===== src/rtl/mux_2to4_if.sv =====
// Select/decode bus for mux_2to4: select code and controls in, one-hot lines,
// valid flag and packed hit counters out.
interface mux_2to4_if #(
    parameter int COUNT_W = 8
);
    logic [1:0]           In;
    logic                 en;
    logic                 cnt_clr;
    logic [3:0]           Out;
    logic                 out_valid;
    logic [4*COUNT_W-1:0] hit_cnt;

    // master drives the select side, slave is the decoder
    modport master (
        output In, en, cnt_clr,
        input  Out, out_valid, hit_cnt
    );
    modport slave (
        input  In, en, cnt_clr,
        output Out, out_valid, hit_cnt
    );
endinterface


===== src/rtl/mux_2to4.sv =====
// Registered 2-to-4 one-hot decoder with enable and saturating per-line hit counters.
// Every output is a flop; no combinational input-to-output path exists.
module mux_2to4 #(
    parameter bit ACTIVE_LOW = 1'b0,
    parameter int COUNT_W    = 8
) (
    input logic        clk,
    input logic        rst_n,
    mux_2to4_if.slave  bus
);
    localparam logic [3:0]         IDLE    = ACTIVE_LOW ? 4'b1111 : 4'b0000;
    localparam logic [COUNT_W-1:0] CNT_MAX = '1;

    logic [3:0]         dec;
    logic [3:0]         out_q;
    logic               valid_q;
    logic [COUNT_W-1:0] cnt_q [4];

    // XOR with the idle pattern turns the active-high one-hot into active-low when needed
    always_comb begin
        dec = (4'b0001 << bus.In) ^ IDLE;
    end

    always_ff @(posedge clk or negedge rst_n) begin
        if (!rst_n) begin
            out_q   <= IDLE;
            valid_q <= 1'b0;
            for (int k = 0; k < 4; k++) begin
                cnt_q[k] <= '0;
            end
        end else begin
            out_q   <= bus.en ? dec : IDLE;
            valid_q <= bus.en;
            // clear wins over a same-cycle increment; counters stick at all-ones
            for (int k = 0; k < 4; k++) begin
                if (bus.cnt_clr) begin
                    cnt_q[k] <= '0;
                end else if (bus.en && (bus.In == k[1:0]) && (cnt_q[k] != CNT_MAX)) begin
                    cnt_q[k] <= cnt_q[k] + 1'b1;
                end
            end
        end
    end

    assign bus.Out       = out_q;
    assign bus.out_valid = valid_q;

    for (genvar g = 0; g < 4; g++) begin : g_cnt
        assign bus.hit_cnt[g*COUNT_W +: COUNT_W] = cnt_q[g];
    end
endmodule


===== src/flat_wrapper.sv =====
// flat-port wrapper written by rule: the top's interface ports become plain ports
module mux_2to4_flat 
#(
    parameter bit ACTIVE_LOW = 1'b0,
    parameter int COUNT_W    = 8
)
  (clk, rst_n, bus_In, bus_en, bus_cnt_clr, bus_Out, bus_out_valid, bus_hit_cnt);
  mux_2to4_if #(.COUNT_W(COUNT_W)) bus_i ();
  input logic clk;
  input logic rst_n;
  input wire logic [$bits(bus_i.In)-1:0] bus_In;
  input wire logic [$bits(bus_i.en)-1:0] bus_en;
  input wire logic [$bits(bus_i.cnt_clr)-1:0] bus_cnt_clr;
  output wire logic [$bits(bus_i.Out)-1:0] bus_Out;
  output wire logic [$bits(bus_i.out_valid)-1:0] bus_out_valid;
  output wire logic [$bits(bus_i.hit_cnt)-1:0] bus_hit_cnt;
  assign bus_i.In = bus_In;
  assign bus_i.en = bus_en;
  assign bus_i.cnt_clr = bus_cnt_clr;
  assign bus_Out = bus_i.Out;
  assign bus_out_valid = bus_i.out_valid;
  assign bus_hit_cnt = bus_i.hit_cnt;
  mux_2to4 #(.ACTIVE_LOW(ACTIVE_LOW), .COUNT_W(COUNT_W)) u_core (.clk(clk), .rst_n(rst_n), .bus(bus_i));
endmodule

===== config.mk =====
export PLATFORM = sky130hd
export DESIGN_NAME = mux_2to4_flat
export DESIGN_NICKNAME = d
export VERILOG_FILES = /design/src/rtl/mux_2to4_if.sv /design/src/rtl/mux_2to4.sv /design/src/flat_wrapper.sv
export SDC_FILE = /design/constraint.sdc
export NUM_CORES = 1
export LEC_CHECK = 0
export CORE_MARGIN = 5
export CORE_UTILIZATION = 44
export DETAILED_ROUTE_END_ITERATION = 8
export GPL_TIMING_DRIVEN = 1
export PLACE_DENSITY = 0.75
export SLEW_MARGIN = 15
export SYNTH_ARGS = -nofsm -noshare
export SYNTH_HDL_FRONTEND = slang
export SYNTH_SLANG_ARGS = --single-unit

===== constraint.sdc =====
create_clock -name clk -period 1.5 [get_ports clk]
set_input_delay 0.225 -clock clk [delete_from_list [all_inputs] [get_ports clk]]
set_output_delay 0.225 -clock clk [all_outputs]
set_load 0.03 [all_outputs]

== Yosys cells after proc, flatten, opt, wreduce, memory -nomap -nowiden ==
Index checks and enable logic that the tools add are counted.

* Register bits: 37
* Bits in latches: 0
* RAM bits: 0
* Memory bits (read-only): 0
* Input bits: 6
* Output and inout bits: 37
* Logic and storage cells: 40
* Memories: 0

* Add/subtract/negate cells: 4
* $mul: 0
* Div/mod/pow operators: 0
* Order comparisons: 0
* Eq/ne operators: 7
* Shifts and indexed selects: 1
* Mux-type cells: 9
* Bitwise operators: 0
* Reductions and logical operators: 13

{| class="wikitable"
|+ Operator list
! operator !! number
|-
| $mux W8 || 8
|-
| $add A8 B1 Y8 const B || 4
|-
| $ne A8 B8 Y1 const B || 4
|-
| $logic_and A1 B1 Y1 || 8
|-
| $reduce_bool A2 Y1 || 4
|-
| $eq A2 B2 Y1 const B || 2
|-
| $mux W4 || 1
|-
| $shl A1 B2 Y4 const A || 1
|-
| $eq A2 B1 Y1 const B || 1
|-
| $logic_not A2 Y1 || 1
|}

== Depth between registers and ports, before layout ==
Gate-level depths: netlist of run 1.

* Depth in word-level cells: 5
* Gate-level depth with buffers: 5
* Depth with buffers taken out: 5

== Least setup slack after synthesis of run 1 ==
No wires, ideal clock.

* Path kind: register to register
* From: reg u_core.cnt_q (netlist bit u_core.bus.hit_cnt[8])
* To: reg u_core.cnt_q (netlist bit u_core.bus.hit_cnt[9])
* Library setup time: 0.132 ns
* Arrival: 1.545 ns
* Required time: 1.368 ns
* Setup slack: -0.177 ns
* Cell stages (with the launch flop): 6
* Path buffers: 0
* Period minus slack after synthesis: 1.677 ns
* Cells stage by stage: dfrtp_1 -> ha_1 -> nand4_1 -> o21ai_1 -> mux2i_1 -> nor2_1

* Word-level cells in the longest chain between the ends: 3
* Elaborated cells on any way between the ends: 6
* Classes of those cells: add/sub: 1; eq/ne: 1; mux: 2; reduce/logical: 2

{| class="wikitable"
|+ Ends and longest elaborated chain
! what !! RTL line !! source
|-
| start, declared || mux_2to4.sv:17 || <nowiki>logic [COUNT_W-1:0] cnt_q [4];</nowiki>
|-
| start signal, assigned by index || mux_2to4.sv:39 || <nowiki>cnt_q[k] <= cnt_q[k] + 1'b1;</nowiki>
|-
| $add A8 B1 Y8 or $ne A8 B8 Y1 (tied branches) || mux_2to4.sv:39, mux_2to4.sv:38 ||
|-
| $mux W8 or $logic_and A1 B1 Y1 (tied branches) || mux_2to4.sv:38 || <nowiki>end else if (bus.en && (bus.In == k[1:0]) && (cnt_q[k] != CNT_MAX)) begin</nowiki>
|-
| $mux W8 or $reduce_bool A2 Y1 (tied branches) || n/a ||
|}

Several ways; a longest one is shown, not always the timed one. The select of a mux whose other input is x is not followed.
A chain may end at the register's enable or synchronous reset.

== Worst setup path after layout of run 1 ==
* From: reg u_core.cnt_q (netlist bit u_core.bus.hit_cnt[18])
* To: out bus_hit_cnt[18]

{| class="wikitable"
|+ RTL lines
! what !! RTL line !! source
|-
| end, declared || flat_wrapper.sv:16 || <nowiki>output wire logic [$bits(bus_i.hit_cnt)-1:0] bus_hit_cnt;</nowiki>
|}

No word-level cell between the ends.

==> results.md, run 1 <==
- Outcome: completed
- Syn Std Cell Area: between 1500 and 2000 sq um
- Worst-path clk slew: about 0.080 ns
- Root buf cell: clkbuf_8
- Final setup vio count: 0
- Warnings, synthesis: 0
- Crit path buf inv count: 2
- Leak pwr: about 1.3 nW
- Post-synth top area share: around 50%
- Setup TNS: 0 ns
- Worst path required time: 1.27 ns
- H-tree depth: 2
- F_max: between 600 and 700 MHz
- Vias: approximately 1700
- Final Slew Violations: 0
- Port Buffer Count: 42
- Number of global-route vias before repair: 1683
- Max-cap viol count: 0
- Synth area leader: dfrtp_1
- HP Class: input pin to flop
- Post-synth EDFFs: 0
- Max incr delay on CP: 0.45 ns
- NumNets Final: between 200 and 300
- Initial antenna violation count: 0
- Die span in x: approximately 75 microns
- Worst vdd ir: 0.0006056 V
- Setup CP Type: flop to primary output
- Synth Net Count: roughly 200
- Worst setup EP type: primary output
- Seq/Total Area, Yosys: between 50% and 60%
- GRT overflow: 0
- Routed WL: 4.456 mm
- Die ar.: 5567 sq um
- Clk_lat worst skew: roughly 0.30 ns
- Detailed-route DRC error count: 0
- Busiest layer in global routing: met2
- Tightest Pin Transition: 0.4730 ns
- Setup repair after global routing missed its margin: true
- Fin util: 66.58%
- Clock Path Buffers: 2
- Core Box Area: slightly above 4000 sq um
- Ys async rst share: 100.0%
- Final Critical Period: approximately 1.5 ns
- First-pass GRT wire length: around 7.5 mm
- Most frequent cells in the layout: 39 x dlygate4sd2_1, 27 x buf_4, 26 x dfrtp_1
- GRT Total Usage: 17.49%
- HPWL after DPL: between 2 and 3 mm
- Pwr Density: just over 700 nW/um^2
- Worst Path Max Fanout: 5
- Startpoint Class: flop
- CTS Buf Count: 5
- Die span in y: about 75 microns
- Grt met2 use: a little over a quarter
- Synth unique cells: 36
- Antenna Cells: 0
- GRT met1 Usage: around a quarter
- Fin crit share: around 100%
- Clock sinks: 37
- Layout cells sized above 1: 25.47%
- Layout area overhead: 46.05%
- Synth Instances: 191
- Arrival @ worst endpoint: about 1.2 ns
- Yosys reg bits: 37
- Routability Congestion: a little over 0.8
- Fillers: 353
- Fin. Hold Viols: 0
- Vias per cell: 5.372
- GRT met3 Usage: around 4.7%
- Rows: 23
- Final Skew: 0.005716 ns
- Synth top area cells: dfrtp_1 50%, nor3_1 4.9%, nor2_1 4.7%
- Initial core utilization: a little under half
- Pre-antenna DRT Iters: 5
- CTS tree: yes
- Crit-path slowest cell: dfrtp_2
- Cell Chain, Critical Path: buf_4, dlygate4sd2_1
- Max-Slew Margin vs Limit: between 60% and 70%
- Antenna viol nets, final: 0
- IO Pins: 43
- Syn avg cell area: a little under 10 sq um
- CP delay by family, top: buffers and inverters
- Synth Flop Type: dfrtp_1
- Most common cell after layout, fill and taps aside: dlygate4sd2_1
- Pin count of the biggest net entering global routing: 38
- Initial DRC Count: around 110
- Drt wl/cell: 14.06 microns
[where the power goes]
| part | switching [W] | internal, W | leakage [nW] |
|---|---|---|---|
| sequential | 0.0000121 | 0.00101 | 0.493 |
| combinational | 0.000104 | 0.0000703 | 0.791 |
| clock | 0.000370 | 0.000322 | 0.0450 |
[state kept, by name (all words and copies together) (netlist names)]
register / flops
u_core.bus.Out: 4
u_core.bus.hit_cnt: 32
u_core.bus.out_valid: 1
[logic make-up (layout without fill, tap and decap cells)]
logic type	after synthesis	after routing	share of synthesized area (%)
compound gates	33	33	10.83
xor+xnor	6	6	2.861
fa+ha+maj	4	4	2.725
buf+inv	8	84	1.634
flops	37	37	50.41
mux	6	6	3.270
simple gates	97	97	28.27
[per-stage QoR]
| step | std cells | setup slack, ns | area (sq um) | power, W | hold slack [ns] |
|---|---|---|---|---|---|
| after global placement | 301 | -0.3393 | 2507 | 0.001211 | 0.3001 |
| after CTS | 310 | 0.01238 | 2557 | 0.001899 | 0.4008 |
| final | 317 | 0.03922 | 2683 | 0.001890 | 0.4139 |
| after detailed placement | 301 | -0.3705 | 2507 | 0.001212 | 0.3011 |
| after global routing | 317 | -0.03969 | 2683 | 0.001965 | 0.4166 |
| after floorplan | 191 | 0.0007108 | 1867 | 0.001112 | -0.07059 |
[layer usage]
metal | part of all wire, % | vias to the layer above
met5 | 0 | -
met4 | 1.6 | 0
met3 | 4.8 | 7
met2 | 46 | 41
met1 | 48 | 796
li1 | - | 859
[final timing paths]
path,start,end,slack (ns),cells past startpoint
min in group asynchronous,rst_n,u_core.bus.hit_cnt[15],0.50,3
setup reg to reg,u_core.bus.hit_cnt[16],u_core.bus.hit_cnt[21],0.05,4
hold / removal,bus_en,u_core.bus.out_valid,0.41,2
setup / recovery,u_core.bus.hit_cnt[18],bus_hit_cnt[18],0.04,2
hold reg to reg,u_core.bus.hit_cnt[25],u_core.bus.hit_cnt[25],0.58,2
max in group asynchronous,rst_n,u_core.bus.hit_cnt[8],0.64,3
[synth_stat cells, types with 2 or more instances]
master	number
o21ai_0	6
a31oi_1	2
and4_1	4
nor3_1	18
ha_1	4
o31ai_1	2
mux2i_1	6
nor2_1	23
and3_1	5
nand4_1	3
nor2b_1	3
a21oi_1	13
a211oi_1	5
inv_1	4
dfrtp_1	37
nor4_1	2
nor4b_1	2
clkbuf_1	4
a41oi_1	2
nand2_1	15
xor2_1	5
nand3_1	11
or3_1	2
[worst reg2reg max path, delay by kind of cell (launching register included)]
kind | cells | cell delay (ns)
AND/OR/NAND/NOR | 3 | 0.84
AO/OA/AOI/OAI | 1 | 0.12
flip-flops | 1 | 0.43
[what timing repair did]
| item | 4_1_cts | 5_1_grt |
|---|---|---|
| gates resized for setup | 40 | 19 |
| endpoints found under the hold margin | 37 | 0 |
| hold buffers | 1 | 0 |
| pin swaps | 0 | 6 |
| setup endpoints to repair | 41 | 13 |
| buffers inserted | 0 | 7 |
[layout make-up]
cell class | instances | area (sq um) | share of cell area (%)
Sequential cell | 37 | 939.7 | 35.03
Inverter | 4 | 15.01 | 0.5597
Timing Repair Buffer | 72 | 613.1 | 22.85
Multi-Input combinational cell | 146 | 969.7 | 36.15
Clock buffer | 6 | 72.57 | 2.705
Clock inverter | 2 | 10.01 | 0.3731
Tap cell | 50 | 62.56 | 2.332
Power figures use the tool's default switching activity.
==> run 2: changes to the inputs <==
==> constraint.sdc (replaced) <==
create_clock -name clk -period 1.5 [get_ports clk]
set_input_delay 0.45 -clock clk [delete_from_list [all_inputs] [get_ports clk]]
set_output_delay 0.45 -clock clk [all_outputs]
set_load 0.03 [all_outputs]
==> results.md, run 2 (synthesis gave the netlist of run 1 again) <==
- Leak pwr: 1.210 nW (was 1.329 nW)
- IO Pins: 43 (unchanged)
- Die span in x: 74.61 microns (unchanged)
- Max-Slew Margin vs Limit: 73.95% (was 68.47%)
- Worst path required time: 1.05 ns (was 1.27 ns)
- R2r worst-path depth: 4 (unchanged)
- Initial core utilization: 45.59% (unchanged)
- Clock sinks: 37 (unchanged)
- Layout area overhead: 41.62% (was 46.05%)
- First-pass GRT wire length: 7.472 mm (was 7.507 mm)
- Final hold slack: 0.05955 ns (was 0.4139 ns)
- Detailed-route DRC error count: 0 (unchanged)
- Final Skew: 0.006639 ns (was 0.005716 ns)
- Design Power: 0.001906 W (was 0.001890 W)
- Port Buffer Count: 42 (unchanged)
- Grt met2 use: 26.24% (was 26.63%)
- Startpoint Class: flop (unchanged)
- Rows: 23 (unchanged)
- Worst Path Max Fanout: 1 (was 5)
- Vias per cell: 5.502 (was 5.372)
- GRT overflow: 0 (unchanged)
- Placed Area: 2442 sq um (was 2507 sq um)
- Crit path buf inv count: 1 (was 2)
- Final Critical Period: 1.462 ns (was 1.461 ns)
- NumNets Final: 274 (was 276)
- Layout cells sized above 1: 38.11% (was 25.47%)
- Reg-to-Reg Start: u_core.bus.hit_cnt[17] (was u_core.bus.hit_cnt[16])
- Max incr delay on CP: 0.39 ns (was 0.45 ns)
- Post-CTS Hold Fix Bufs: 0 (was 1)
- H-tree depth: 2 (unchanged)
- Max FFs per register: 32 (unchanged)
- CP delay by family, top: buffers and inverters (unchanged)
- Tightest Pin Transition: 0.3907 ns (was 0.4730 ns)
- Cell Chain, Critical Path: dlygate4sd2_1 (was buf_4, dlygate4sd2_1)
- Fin crit share: 97.46% (was 97.39%)
- Clk_lat worst skew: 0.30 ns (about the same)
- Pwr Density: 732.6 nW/um^2 (was 704.6 nW/um^2)
- Number of global-route vias before repair: 1604 (was 1683)
- Die ar.: 5567 sq um (unchanged)
- GRT Total Usage: 17.58% (was 17.49%)
- Outcome: completed (unchanged)
- Root buf cell: clkbuf_8 (unchanged)
- Pin count of the biggest net entering global routing: 33 (was 38)
- Core Box Area: 4029 sq um (unchanged)
- Final instance area: 2601 sq um (was 2683 sq um)
- Clock Path Buffers: 2 (unchanged)
- Worst setup EP type: primary output (unchanged)
- CTS Buf Count: 5 (unchanged)
- Die span in y: 74.61 microns (unchanged)
- Initial antenna violation count: 0 (unchanged)
- Worst-path clk slew: 0.08 ns (about the same)
- Fin. Hold Viols: 0 (unchanged)
- Crit-path slowest cell: dlygate4sd2_1 (was dfrtp_2)
- Antenna viol nets, final: 0 (unchanged)
- Busiest layer in global routing: met2 (unchanged)
- Worst reg-to-reg setup slack: 0.06 ns (was 0.05 ns)
- Antenna Cells: 0 (unchanged)
- Max-cap viol count: 0 (unchanged)
- Worst R2R End: u_core.bus.hit_cnt[21] (unchanged)
- GRT met3 Usage: 4.940% (was 4.673%)
- Routed WL: 4.370 mm (was 4.456 mm)
- Most frequent cells in the layout: 54 x buf_4, 25 x dfrtp_1, 23 x nor2_1 (was 39 x dlygate4sd2_1, 27 x buf_4, 26 x dfrtp_1)
- Routability Congestion: 0.8106 (was 0.8293)
- HP Class: input pin to async pin (was input pin to flop)
- Initial DRC Count: 67 (was 108)
- HPWL after DPL: 3.158 mm (was 2.995 mm)
- Drt wl/cell: 13.87 microns (was 14.06 microns)
- Fin util: 64.57% (was 66.58%)
- GRT met1 Usage: 24.23% (was 23.80%)
- F_max: 684.1 MHz (was 684.6 MHz)
- Most common cell after layout, fill and taps aside: buf_4 (was dlygate4sd2_1)
- Final setup vio count: 0 (unchanged)
- Arrival @ worst endpoint: 1.01 ns (was 1.24 ns)
- CTS tree: yes (unchanged)
- Final Slew Violations: 0 (unchanged)
- Setup CP Type: flop to primary output (unchanged)
- Pre-antenna DRT Iters: 4 (was 5)
- Worst vdd ir: 0.0005370 V (was 0.0006056 V)
- Vias: 1733 (was 1703)
-- run 2: cell count changes in the layout (fill, tap and decap cells not counted), sizes merged --
cell / before / now
buf: 30 / 61
clkbuf: 6 / 11
clkinvlp: 0 / 1
dlygate4sd2: 39 / 2
dlygate4sd3: 1 / 0
dlymetal6s2s: 1 / 0
-- run 2: worst max-delay path by stage --
stage	from	endpoint	slack (ns)	depth (start not counted)
finish	u_core.bus.Out[0]	bus_Out[0]	0.04	1
global route	u_core.bus.hit_cnt[17]	u_core.bus.hit_cnt[22]	-0.003	5
CTS	bus_In[0]	u_core.bus.hit_cnt[21]	0.001	5
detailed placement	bus_In[1]	u_core.bus.hit_cnt[6]	-0.54	7
global placement	bus_In[1]	u_core.bus.hit_cnt[6]	-0.51	7
floorplan	u_core.bus.hit_cnt[8]	u_core.bus.hit_cnt[11]	0.0007	5
-- run 2: report_power, final --
part	internal (W)	total (W)	switching, W
clock	0.000321	0.000704	0.000383
combinational	0.0000744	0.000179	0.000104
sequential	0.00101	0.00102	0.0000121
-- run 2: area by class of cell --
class,count,area [sq um]
clock buffers,5,68.82
clock inverters,3,17.52
fillers,354,1428
inverters,4,15.01
multi-input cells,146,943.4
flip-flops and latches,37,940.9
well taps,50,62.56
repair buffers,70,553.0
-- run 2: routing by layer --
metal / up-vias / part of all wire, %
li1: 847 / -
met1: 829 / 46
met2: 51 / 45
met3: 6 / 7.2
met4: 0 / 1.7
met5: - / 0
-- run 2: through the flow --
step / worst slack [ns] / cells / setup TNS, ns
3_5_place_dp: -0.5375 / 302 / -13.65
4_1_cts: 0.001467 / 310 / 0
5_1_grt: -0.002990 / 315 / -0.002990
2_1_floorplan: 0.0007108 / 191 / 0
3_3_place_gp: -0.5096 / 302 / -12.92
6_report: 0.03815 / 315 / 0
-- run 2: repair_timing --
action | 4_1_cts | 5_1_grt
buffers inserted | 0 | 5
pin swaps | 1 | 4
setup endpoints to repair | 34 | 23
resized for setup | 11 | 25
==> run 3: changes to the inputs <==
--- a/config.mk
+++ b/config.mk
@@ -5,7 +5,7 @@
 export SDC_FILE = /design/constraint.sdc
 export NUM_CORES = 1
 export LEC_CHECK = 0
-export CORE_MARGIN = 5
+export CORE_MARGIN = 1
 export CORE_UTILIZATION = 44
 export DETAILED_ROUTE_END_ITERATION = 8
 export GPL_TIMING_DRIVEN = 1
==> results.md, run 3 (synthesis gave the netlist of run 1 again) <==
- Layout area overhead: 40.94% (was 41.62%)
- Layout cells sized above 1: 35.85% (was 38.11%)
- Vias per cell: 5.387 (was 5.502)
- Rows: 23 (unchanged)
- Initial antenna violation count: 0 (unchanged)
- Clock sinks: 37 (unchanged)
- Crit. Startpoint: u_core.bus.hit_cnt[16] (was u_core.bus.Out[0])
- Fillers: 342 (was 354)
- Initial core utilization: 45.92% (was 45.59%)
- Core Box Area: 4000 sq um (was 4029 sq um)
- Fin. Hold Viols: 0 (unchanged)
- Reg-to-Reg Start: u_core.bus.hit_cnt[16] (was u_core.bus.hit_cnt[17])
- Final Critical Period: 1.485 ns (was 1.462 ns)
- Fin crit share: 98.97% (was 97.46%)
- GRT Total Usage: 20.75% (was 17.58%)
- Final Slew Violations: 0 (unchanged)
- Worst-path clk slew: 0.07 ns (was 0.08 ns)
- F_max: 673.6 MHz (was 684.1 MHz)
- Pin count of the biggest net entering global routing: 38 (was 33)
- CTS Buf Count: 5 (unchanged)
- HP Class: input pin to async pin (unchanged)
- Die ar.: 4437 sq um (was 5567 sq um)
- Worst reg-to-reg setup slack: 0.07 ns (was 0.06 ns)
- CP delay by family, top: flip-flops (was buffers and inverters)
- Fin util: 64.72% (was 64.57%)
- Most used cell, CP: buf_4
- Crit path buf inv count: 2 (was 1)
- Multi-input gate area: 937.1 sq um (was 943.4 sq um)
- Drt wl/cell: 13.65 microns (was 13.87 microns)
- NumNets Final: 274 (unchanged)
- Most common cell after layout, fill and taps aside: buf_4 (unchanged)
- Worst path required time: 1.05 ns (about the same)
- Worst R2R End: u_core.bus.hit_cnt[21] (unchanged)
- GRT overflow: 0 (unchanged)
- HPWL after DPL: 2.874 mm (was 3.158 mm)
- Max-Slew Margin vs Limit: 79.34% (was 73.95%)
- Clock Path Buffers: 2 (unchanged)
- Clk_lat worst skew: 0.29 ns (was 0.30 ns)
- Number of global-route vias before repair: 1517 (was 1604)
- Worst Path Max Fanout: 3 (was 1)
- Detailed-route DRC error count: 0 (unchanged)
- Crit-path slowest cell: dfrtp_2 (was dlygate4sd2_1)
- Outcome: completed (unchanged)
- Routed WL: 4.301 mm (was 4.370 mm)
- Leak pwr: 1.217 nW (was 1.210 nW)
- Total area of sequential cells: 939.7 sq um (was 940.9 sq um)
- Max incr delay on CP: 0.44 ns (was 0.39 ns)
- Die span in x: 66.61 microns (was 74.61 microns)
- Final Skew: 0.006275 ns (was 0.006639 ns)
- Design Power: 0.001882 W (was 0.001906 W)
- R2r worst-path depth: 4 (unchanged)
- Root buf cell: clkbuf_8 (unchanged)
- First-pass GRT wire length: 6.713 mm (was 7.472 mm)
- Antenna Cells: 0 (unchanged)
- Initial DRC Count: 107 (was 67)
- IO Pins: 43 (unchanged)
- Max-cap viol count: 0 (unchanged)
- CTS tree: yes (unchanged)
- Startpoint Class: flop (unchanged)
- Post-CTS Hold Fix Bufs: 0 (unchanged)
- Arrival @ worst endpoint: 1.03 ns (was 1.01 ns)
- Routability Congestion: 0.8529 (was 0.8106)
- Most frequent cells in the layout: 56 x buf_4, 26 x dfrtp_1, 23 x nor2_1 (was 54 x buf_4, 25 x dfrtp_1, 23 x nor2_1)
- Tightest Pin Transition: 0.3071 ns (was 0.3907 ns)
- Worst vdd ir: 0.0004485 V (was 0.0005370 V)
- Max FFs per register: 32 (unchanged)
- Pwr Density: 727.0 nW/um^2 (was 732.6 nW/um^2)
- Final setup vio count: 0 (unchanged)
- Cell Chain, Critical Path: buf_4, buf_4 (was dlygate4sd2_1)
- Critical Path End: bus_hit_cnt[16] (was bus_Out[0])
- Vias: 1697 (was 1733)
- CP Depth: 2 (was 1)
- Port Buffer Count: 42 (unchanged)
- Worst setup EP type: primary output (unchanged)
- Setup CP Type: flop to primary output (unchanged)
- H-tree depth: 2 (unchanged)
- Antenna viol nets, final: 0 (unchanged)
- Die span in y: 66.61 microns (was 74.61 microns)
- Pre-antenna DRT Iters: 4 (unchanged)
run 3: metrics by stage:
stage | setup WS, ns | TNS [ns] | cell area [sq um] | hold slack, ns | cells
floorplan | 0.0007108 | 0 | 1862 | 0.1544 | 191
global placement | -0.5117 | -12.76 | 2427 | 0.4294 | 300
detailed placement | -0.5571 | -14.28 | 2427 | 0.4285 | 300
CTS | 0.001290 | 0 | 2511 | 0.1090 | 309
global route | -0.01065 | -0.02520 | 2589 | 0.1140 | 315
finish | 0.01544 | 0 | 2589 | 0.1053 | 315
run 3: final cells by class:
cell class / count / share of cell area [%]
flip-flops and latches: 37 / 36.30
multi-input cells: 146 / 36.20
repair buffers: 70 / 21.36
clock buffers: 7 / 2.948
well taps: 50 / 2.417
inverters: 4 / 0.5800
clock inverters: 1 / 0.1933
run 3: worst min path at each step:
stage / start / endpoint / slack, ns / cells after the start
3_5_place_dp: rst_n / u_core.bus.hit_cnt[22] / 0.43 / 2
3_3_place_gp: rst_n / u_core.bus.hit_cnt[20] / 0.43 / 2
6_report: rst_n / u_core.bus.hit_cnt[20] / 0.11 / 2
4_1_cts: rst_n / u_core.bus.hit_cnt[20] / 0.11 / 2
2_1_floorplan: rst_n / u_core.bus.Out[0] / 0.15 / 0
5_1_grt: rst_n / u_core.bus.hit_cnt[22] / 0.11 / 2
run 3: timing repair:
item / in CTS / in global routing
setup buffers: 1 / 6
resized for setup: 12 / 16
setup endpoints to repair: 36 / 20
pin swaps: 2 / 3
run 3: layer usage:
metal / up-vias / global-route usage [%] / part of all wire [%]
met3: 4 / 5.822 / 4.2
met2: 40 / 30.93 / 46
met1: 812 / 26.76 / 48
met4: 0 / 11.70 / 1.3
li1: 841 / - / -
met5: - / 0 / 0
run 3: where the power goes:
group          internal (W)  switching (W)  total [W]  leakage (nW)
Combinational     0.0000708       0.000104   0.000175         0.681
Sequential          0.00101      0.0000117    0.00102         0.493
Clock              0.000326       0.000357   0.000684        0.0422
